**config.mk**
```make
export PLATFORM = sky130hd
export DESIGN_NAME = multicycle_control
export DESIGN_NICKNAME = d
export VERILOG_FILES = /design/src/rtl/mctl_pkg.sv /design/src/rtl/mem_wait_timer.sv /design/src/rtl/multicycle_control.sv
export SDC_FILE = /design/constraint.sdc
export NUM_CORES = 1
export LEC_CHECK = 0
export ABC_CLOCK_PERIOD_IN_PS = 2300
export CORE_ASPECT_RATIO = 1.25
export CORE_MARGIN = 2
export CORE_UTILIZATION = 45
export CTS_CLUSTER_DIAMETER = 40
export DETAILED_ROUTE_END_ITERATION = 7
export GPL_ROUTABILITY_DRIVEN = 1
export GPL_TIMING_DRIVEN = 1
export PLACE_DENSITY = 0.7
export SLEW_MARGIN = 20
export SYNTH_ARGS = -nofsm -noshare
export SYNTH_HDL_FRONTEND = slang
export SYNTH_SLANG_ARGS = --single-unit
```
**constraint.sdc**
```tcl
create_clock -name clock -period 2.3 [get_ports clock]
set_input_delay 0.23 -clock clock [delete_from_list [all_inputs] [get_ports clock]]
set_output_delay 0.23 -clock clock [all_outputs]
set_load 0.02 [all_outputs]
```
**src/rtl/mctl_pkg.sv**
```systemverilog
// rtl/mctl_pkg.sv - shared opcodes, state encoding and datapath select encodings
package mctl_pkg;

  localparam logic [5:0] OP_R   = 6'b000000;
  localparam logic [5:0] OP_LW  = 6'b100011;
  localparam logic [5:0] OP_SW  = 6'b101011;
  localparam logic [5:0] OP_BEQ = 6'b000100;
  localparam logic [5:0] OP_ORI = 6'b001101;
  localparam logic [5:0] OP_LUI = 6'b001111;
  localparam logic [5:0] OP_J   = 6'b000010;
  localparam logic [5:0] OP_JAL = 6'b000011;

  typedef enum logic [3:0] {
    S_FETCH, S_DECODE, S_MEM_ADDR, S_MEM_RD, S_MEM_WB, S_MEM_WR, S_R_EXEC,
    S_R_WB, S_I_EXEC, S_I_WB, S_BRANCH, S_JUMP, S_ILLEGAL, S_ERROR
  } state_t;

  localparam logic [1:0] ALU_ADD   = 2'b00;
  localparam logic [1:0] ALU_SUB   = 2'b01;
  localparam logic [1:0] ALU_FUNCT = 2'b10;
  localparam logic [1:0] ALU_OR    = 2'b11;

  localparam logic [1:0] PC_ALU    = 2'b00;
  localparam logic [1:0] PC_ALUOUT = 2'b01;
  localparam logic [1:0] PC_JUMP   = 2'b10;

  localparam logic [1:0] RD_RT = 2'b00;
  localparam logic [1:0] RD_RD = 2'b01;
  localparam logic [1:0] RD_RA = 2'b10;

  localparam logic [1:0] M2R_ALUOUT = 2'b00;
  localparam logic [1:0] M2R_MDR    = 2'b01;
  localparam logic [1:0] M2R_PC     = 2'b10;

  localparam logic [1:0] SRCB_B       = 2'b00;
  localparam logic [1:0] SRCB_FOUR    = 2'b01;
  localparam logic [1:0] SRCB_IMM     = 2'b10;
  localparam logic [1:0] SRCB_IMM_SH2 = 2'b11;

  // States that stall on the memory handshake and are guarded by the timer.
  function automatic logic is_wait_state(state_t s);
    return (s == S_FETCH) || (s == S_MEM_RD) || (s == S_MEM_WR);
  endfunction

endpackage

```
**src/rtl/mem_wait_timer.sv**
```systemverilog
// rtl/mem_wait_timer.sv - cycle counter bounding how long a memory wait may stall
//
// Ports:
//   clock, reset : rising-edge clock, synchronous active-high reset
//   clear        : restart the count (asserted on any state change)
//   count        : one more cycle spent waiting without mem_ready
//   expired      : count has reached TIMEOUT-1; never set when TIMEOUT is 0
module mem_wait_timer #(
  parameter int TIMEOUT = 16
) (
  input  logic clock,
  input  logic reset,
  input  logic clear,
  input  logic count,
  output logic expired
);

  localparam int W = (TIMEOUT > 2) ? $clog2(TIMEOUT) : 1;

  logic [W-1:0] cnt;

  // Saturates at the expiry value so a long legal wait cannot wrap.
  always_ff @(posedge clock) begin
    if (reset || clear) begin
      cnt <= '0;
    end else if (count && !expired) begin
      cnt <= cnt + 1'b1;
    end
  end

  generate
    if (TIMEOUT == 0) begin : g_disabled
      assign expired = 1'b0;
    end else begin : g_enabled
      assign expired = (cnt == W'(TIMEOUT - 1));
    end
  endgenerate

endmodule

```
**src/rtl/multicycle_control.sv**
```systemverilog
// rtl/multicycle_control.sv - multi-cycle MIPS control FSM with memory timeout, trap and retire count
//
// Ports:
//   clock, reset         : rising-edge clock, synchronous active-high reset
//   opcode, zero         : IR[31:26] (valid from DECODE on) and ALU zero flag
//   mem_ready            : memory completes the current request this cycle
//   mem_req, mem_we, iord: memory request, write strobe, address select
//   ir_write, pc_en      : IR load and PC write enables
//   pcsource, regdst, memtoreg, regwrite : PC / register-file write path
//   alusrca, alusrcb, aluop, zero_ext, lui_sel : ALU operand and function selects
//   illegal              : one-cycle pulse for a trapped opcode
//   err                  : sticky memory-timeout error
//   instr_count          : retired legal instructions, wraps
module multicycle_control
  import mctl_pkg::*;
#(
  parameter int CNT_W   = 32,
  parameter int TIMEOUT = 16,
  parameter bit HAS_EXT = 1'b1
) (
  input  logic             clock,
  input  logic             reset,
  input  logic [5:0]       opcode,
  input  logic             zero,
  input  logic             mem_ready,
  output logic             mem_req,
  output logic             mem_we,
  output logic             iord,
  output logic             ir_write,
  output logic             pc_en,
  output logic [1:0]       pcsource,
  output logic [1:0]       regdst,
  output logic [1:0]       memtoreg,
  output logic             regwrite,
  output logic             alusrca,
  output logic [1:0]       alusrcb,
  output logic [1:0]       aluop,
  output logic             zero_ext,
  output logic             lui_sel,
  output logic             illegal,
  output logic             err,
  output logic [CNT_W-1:0] instr_count
);

  state_t state, state_next;
  logic   retire;
  logic   expired;

  always_ff @(posedge clock) begin
    if (reset) begin
      state <= S_FETCH;
    end else begin
      state <= state_next;
    end
  end

  always_ff @(posedge clock) begin
    if (reset) begin
      instr_count <= '0;
    end else if (retire) begin
      instr_count <= instr_count + CNT_W'(1);
    end
  end

  // Any state change restarts the wait budget, so each waiting state begins at zero.
  mem_wait_timer #(.TIMEOUT(TIMEOUT)) u_timer (
    .clock   (clock),
    .reset   (reset),
    .clear   (state_next != state),
    .count   (is_wait_state(state) && !mem_ready),
    .expired (expired)
  );

  always_comb begin
    state_next = state;
    retire     = 1'b0;
    mem_req    = 1'b0;
    mem_we     = 1'b0;
    iord       = 1'b0;
    ir_write   = 1'b0;
    pc_en      = 1'b0;
    pcsource   = PC_ALU;
    regdst     = RD_RT;
    memtoreg   = M2R_ALUOUT;
    regwrite   = 1'b0;
    alusrca    = 1'b0;
    alusrcb    = SRCB_B;
    aluop      = ALU_ADD;
    zero_ext   = 1'b0;
    lui_sel    = 1'b0;
    illegal    = 1'b0;
    err        = 1'b0;

    case (state)
      S_FETCH: begin
        mem_req = 1'b1;
        alusrcb = SRCB_FOUR;
        // A ready on the expiry cycle still completes the fetch.
        if (mem_ready) begin
          ir_write   = 1'b1;
          pc_en      = 1'b1;
          state_next = S_DECODE;
        end else if (expired) begin
          state_next = S_ERROR;
        end
      end
      S_DECODE: begin
        alusrcb = SRCB_IMM_SH2;
        case (opcode)
          OP_LW, OP_SW:   state_next = S_MEM_ADDR;
          OP_R:           state_next = S_R_EXEC;
          OP_BEQ:         state_next = S_BRANCH;
          OP_ORI, OP_LUI: state_next = HAS_EXT ? S_I_EXEC : S_ILLEGAL;
          OP_J, OP_JAL:   state_next = HAS_EXT ? S_JUMP : S_ILLEGAL;
          default:        state_next = S_ILLEGAL;
        endcase
      end
      S_MEM_ADDR: begin
        alusrca    = 1'b1;
        alusrcb    = SRCB_IMM;
        state_next = (opcode == OP_SW) ? S_MEM_WR : S_MEM_RD;
      end
      S_MEM_RD: begin
        mem_req = 1'b1;
        iord    = 1'b1;
        if (mem_ready) begin
          state_next = S_MEM_WB;
        end else if (expired) begin
          state_next = S_ERROR;
        end
      end
      S_MEM_WB: begin
        regwrite   = 1'b1;
        memtoreg   = M2R_MDR;
        retire     = 1'b1;
        state_next = S_FETCH;
      end
      S_MEM_WR: begin
        mem_req = 1'b1;
        mem_we  = 1'b1;
        iord    = 1'b1;
        if (mem_ready) begin
          retire     = 1'b1;
          state_next = S_FETCH;
        end else if (expired) begin
          state_next = S_ERROR;
        end
      end
      S_R_EXEC: begin
        alusrca    = 1'b1;
        aluop      = ALU_FUNCT;
        state_next = S_R_WB;
      end
      S_R_WB: begin
        regwrite   = 1'b1;
        regdst     = RD_RD;
        retire     = 1'b1;
        state_next = S_FETCH;
      end
      S_I_EXEC: begin
        alusrca    = 1'b1;
        alusrcb    = SRCB_IMM;
        aluop      = ALU_OR;
        zero_ext   = 1'b1;
        lui_sel    = (opcode == OP_LUI);
        state_next = S_I_WB;
      end
      S_I_WB: begin
        regwrite   = 1'b1;
        retire     = 1'b1;
        state_next = S_FETCH;
      end
      S_BRANCH: begin
        alusrca    = 1'b1;
        aluop      = ALU_SUB;
        pcsource   = PC_ALUOUT;
        pc_en      = zero;
        retire     = 1'b1;
        state_next = S_FETCH;
      end
      S_JUMP: begin
        pcsource = PC_JUMP;
        pc_en    = 1'b1;
        // PC was already advanced by 4 in FETCH, so it is the link value.
        if (opcode == OP_JAL) begin
          regwrite = 1'b1;
          regdst   = RD_RA;
          memtoreg = M2R_PC;
        end
        retire     = 1'b1;
        state_next = S_FETCH;
      end
      S_ILLEGAL: begin
        illegal    = 1'b1;
        state_next = S_FETCH;
      end
      S_ERROR: begin
        err = 1'b1;
      end
      default: begin
        state_next = S_FETCH;
      end
    endcase

    // Reset abandons any access in the same cycle it is asserted.
    if (reset) begin
      mem_req  = 1'b0;
      mem_we   = 1'b0;
      ir_write = 1'b0;
      pc_en    = 1'b0;
      regwrite = 1'b0;
      illegal  = 1'b0;
      err      = 1'b0;
      retire   = 1'b0;
    end
  end

endmodule

```
# Word-level counts from Yosys, hierarchy flattened
# Cells that the tools add are included.
op_classes:
  n_eq_ne: 22
  n_reduce_logical: 18
  n_addsub: 2
  mux: 35
ops:
  columns: ["operator", "n"]
  rows:
  - ["adder 32 x 1 -> 32 bit (second input constant)", 1]
  - ["case mux 4 bit (8 select lines)", 1]
  - ["== test 4 bit (second input constant)", 7]
  - ["case mux 4 bit (5 select lines)", 1]
  - ["two-way mux 1 bit", 19]
  - ["== test 4 x 3 -> 1 bit (second input constant)", 4]
  - ["two-way mux 4 bit", 4]
  - ["== test 6 x 2 -> 1 bit (second input constant)", 2]
  - ["== test 6 x 4 -> 1 bit (second input constant)", 2]
  - ["== test 6 bit (second input constant)", 2]
  - ["case mux 2 bit (2 select lines)", 3]
  - ["case mux 2 bit (3 select lines)", 2]
  - ["OR reduction 2 bit", 5]
  - ["== test 4 x 2 -> 1 bit (second input constant)", 2]
  - ["== test 6 x 3 -> 1 bit (second input constant)", 1]
  - ["zero test 6 bit", 1]
  - ["OR reduction 3 bit", 2]
  - ["OR reduction 5 bit", 1]
  - ["adder 4 x 1 -> 4 bit (second input constant)", 1]
  - ["== test 4 x 1 -> 1 bit (second input constant)", 1]
  - ["zero test 4 bit", 1]
  - ["!= test 4 bit", 1]
  - ["case mux 1 bit (2 select lines)", 2]
  - ["OR reduction 4 bit", 1]
  - ["other kinds (6)", 10]
word_totals:
  output_inout_bits: 53
  in_bits: 10
  reg_bits: 40

# Longest topological paths before layout
logic_depth:
  ltp_word: 6
  depth_mapped: 8

# Hierarchy
# A second synthesis with hierarchy kept.
hier_totals:
  hier_cells: 337
  area_unflattened_um2: 2663.8
by_module_without_submodules:
  columns: ["module", "cells_per_inst", "area_each_um2", "seq_area_each_um2", "instances"]
  rows:
  - ["multicycle_control", 315, 2452.4, 720.7, 1]
  - ["mem_wait_timer", 22, 211.5, 80.1, 1]

# Worst setup path before layout
# Ideal clock, no wire load.
synth_path:
  path_type: "reg-to-reg"
  start: "register instr_count[14]"
  end: "register instr_count[21]"
  setup_time_ps: 70
  period_less_slack_ps: 2154
  setup_slack_ps: 146
  required_ps: 2230
  arrival_time_ps: 2083
  path_stages_with_launch: 7
  path_cell_list: "dfxtp_1 > and4_1 > nand3_1 > or4_1 > buf_2 > or4_1 > a21oi_1"
synth_between:
  elab_chain_cells: 1
synth_rtl:
  columns: ["item", "line", "text"]
  rows:
  - ["start: declaration", "multicycle_control.sv:42", "output logic [CNT_W-1:0] instr_count"]
  - ["start signal: assignment", "multicycle_control.sv:61", "instr_count <= instr_count + CNT_W'(1);"]
  - ["adder 32 x 1 -> 32 bit", "multicycle_control.sv:61", null]
# No other way between the ends.
# A chain may end at the register's enable or synchronous reset.

# Final worst setup path
layout_path:
  start: "register state[1]"
  end: "output pc_en"
layout_between:
  elab_chain_cells: 3
  word_cells_on_any_way: 5
  cone_classes: "eq/ne: 2; mux: 2; reduce/logical: 1"
layout_rtl:
  columns: ["item", "line", "text"]
  rows:
  - ["start: declaration", "multicycle_control.sv:45", "state_t state, state_next;"]
  - ["start signal: assignment", "multicycle_control.sv:53", "state <= state_next;"]
  - ["== test 4 bit / zero test 4 bit (equally long branches)", "multicycle_control.sv:94", "case (state)"]
  - ["case mux 1 bit (3 select lines) *", "multicycle_control.sv:94", null]
  - ["two-way mux 1 bit *", "multicycle_control.sv:206", "if (reset) begin"]
  - ["end: declaration", "multicycle_control.sv:30", "output logic pc_en,"]
# Every way passes the cells marked *; elsewhere a longest branch is shown, timed or not.

==> results_dict.tcl <==
set metrics [dict create \
    start_kind "flop" \
    syn-cell-area_um2 2688 \
    synthAdderAreaFrac 0.009311 \
    cp_cell_sequence "buf_4, nor2_1, nand2_1, a211oi_1, clkdlybuf4s50_1" \
    clock_skew_ns 0.006547 \
    coreArea_um2 5779 \
    worst-path-buf-inv 2 \
    path_delay_family "buffers and inverters" \
    setup_violations 0 \
    dp.cells 487 \
    drv_slew 0 \
    combPwrFrac 0.329 \
    grt_pass1_wl_um 12340 \
    seq_power_share 0.369 \
    synth.distinct_cells 57 \
    gp_congestion 0.9428 \
    crit_required_ns 2.07 \
    switching_power_mw 0.6647 \
    swShare 0.3248 \
    power_mw 2.046 \
    drc 0 \
    powerDensity_nw_per_um2 551.9 \
    fin_util 0.6415 \
    max_stage_delay_ns 0.64 \
    clk_latency_ns 0.29 \
    internal_power_mw 1.382 \
    grt.total_usage 0.2255 \
    yosys_warnings 0 \
    start_util 0.4650 \
    ant_nets 0 \
    yosys-mux-area-fraction 0.03957 \
    synth_area_leaders "dfxtp_1 (30%), a21oi_1 (5.4%), or4_1 (5.0%), o31ai_1 (4.7%), nor2_1 (4.5%)" \
    grt_pass1_vias 2709 \
    drtIter0Drc 141 \
    synth_top_area_frac 0.2980 \
    die_area_um2 6610 \
    grt-ovfl-total 0 \
    fin_area_um2 3707 \
    die_w_um 73.12 \
    status "finished clean" \
    cts_tree "yes" \
    synth_flop_cell "dfxtp_1" \
    yosysMostFrequentCell "dfxtp_1" \
    cts.sinks 40 \
    final_cells 495 \
    grt_start_max_net_pins 28 \
    hp-class "reg2reg" \
    clk_path_buf_depth 2 \
    place_area_um2 3553 \
    cpMaxStageDelayCell "clkdlybuf4s50_1" \
    drive_above_1_share 0.1632 \
    n_antenna_cell 0 \
    synthSimpleGateAreaFrac 0.3575 \
    wirelength_um 7229 \
    synth_top_family_by_area "simple AND/OR/NAND/NOR gates" \
    worstMarginPinSlew_ns 0.5111 \
    rows 31 \
    layout.nets 440 \
    avgSynthCellArea_um2 7.768 \
    cp_max_fo 11 \
    antenna_found_initial 0 \
    dr_total_vias 2906 \
    endpoint_kind "output port" \
    seq_area_frac_synth 0.2980 \
    synth_commonest_cells "dfxtp_1 (40), nor2_1 (32), a21oi_1 (29)" \
    ir_drop_uv 349.4 \
    synth_xor_area_frac 0.02607 \
    cts-htree-levels 2 \
    rsz0062_at_grt "no" \
    io_pins 63 \
    port_buffers 62 \
    wire_per_inst_um 14.60 \
    clk_pin_slew_worst_paths_ns 0.08 \
    cts_hold_buf 0 \
    worst-setup-path-type "reg2out" \
    synthCells 346 \
    ys_seq_elements 40 \
    cts_setup_buffers 0 \
    hold_viol 0 \
    period_share 0.9469 \
    slew_headroom 0.6556 \
    hpwl_um 5351 \
    synth_nets 358 \
    power_frac_clock 0.302 \
    synthToLayoutAreaGrowth_pct 37.94 \
    maxCapViolations 0 \
    fp.dieH_um 90.41 \
    p_leak_nw 1.352 \
    async_reset_ff_frac 0 \
    drtPass1Iterations 4 \
    worstPathArrival_ns 1.95 \
    synth_top_area_cell "dfxtp_1" \
    post-route-min-period_ns 2.178 \
    via_per_inst 5.871 \
    max_freq_ghz 0.4592 \
    numCtsBuffers 5 \
    root_buffer "clkbuf_8" \
    synth_edf_count 0 \
    synth_compound_area_frac 0.2067 \
]
power groups by stage:
| stage | registers, mW | logic (mW) | clock network (mW) |
|---|---|---|---|
| floorplan | 0.747 | 0.425 | 0 |
| global placement | 0.765 | 0.673 | 0 |
| detailed placement | 0.765 | 0.677 | 0 |
| CTS | 0.752 | 0.678 | 0.633 |
| global route | 0.759 | 0.735 | 0.661 |
| finish | 0.754 | 0.674 | 0.618 |
metal layers:
| metal | routed length [um] | GRT usage | vias to the layer above |
|---|---|---|---|
| li1 | - | - | 1462 |
| met1 | 3189 | 0.2798 | 1386 |
| met2 | 3747 | 0.3881 | 50 |
| met3 | 204 | 0.02902 | 8 |
| met4 | 88 | 0.08179 | 0 |
| met5 | 0 | 0 | - |
cells in the final DEF (no fill, tap or decap), types with 17 or more instances in the layout:
master	n
clkdlybuf4s50_1	55
dfxtp_1	36
buf_4	36
nor2_1	32
a21oi_1	29
nand2_1	18
o21ai_0	18
o31ai_1	17
or4_1	17
logic make-up (layout without fill, tap and decap cells):
group           Yosys count  after routing
flops                    40             40
simple gates            163            163
mux                      10             10
fa+ha+maj                 2              2
compound gates           88             88
buf+inv                  35            118
xor+xnor                  8              8
metrics by stage:
stage | hold WS [ns] | worst slack, ns | setup TNS [ns]
floorplan | 0.4607 | 0.1464 | 0
global route | 0.5212 | 0.02266 | 0
CTS | 0.5046 | 0.01218 | 0
detailed placement | 0.4930 | -0.1822 | -2.948
global placement | 0.4767 | -0.1043 | -0.7238
finish | 0.4970 | 0.1221 | 0
final timing paths:
| path | from | end | slack (ns) | cells past startpoint |
|---|---|---|---|---|
| min | instr_count[27] | instr_count[27] | 0.50 | 2 |
| max reg2reg | state[3] | instr_count[26] | 0.18 | 6 |
| max | state[1] | pc_en | 0.12 | 5 |
| min reg2reg | instr_count[27] | instr_count[27] | 0.50 | 2 |
flip-flops by register name (all words and copies together) (netlist names):
register	flops
u_timer.cnt	4
state	4
instr_count	32
area by class of cell:
type,count,area [um2]
inverter,11,41.29
fill,521,2072
clock buffer,6,82.58
multi-input combinational,271,1730
sequential,40,810.8
tap,66,82.58
timing repair buffer,99,920.9
clock inverter,2,38.79
worst min-delay path: stages, from the launching register on:
cell and delay (ns):
dfxtp_1 0.34, o31ai_1 0.07, a21oi_1 0.05
repair_timing:
item                       in CTS  in global routing
pin swaps                       0                  0
cloned                          0                  0
setup endpoints to repair       9                  9
gates resized for setup         9                  7
Power figures use the tool's default switching activity.
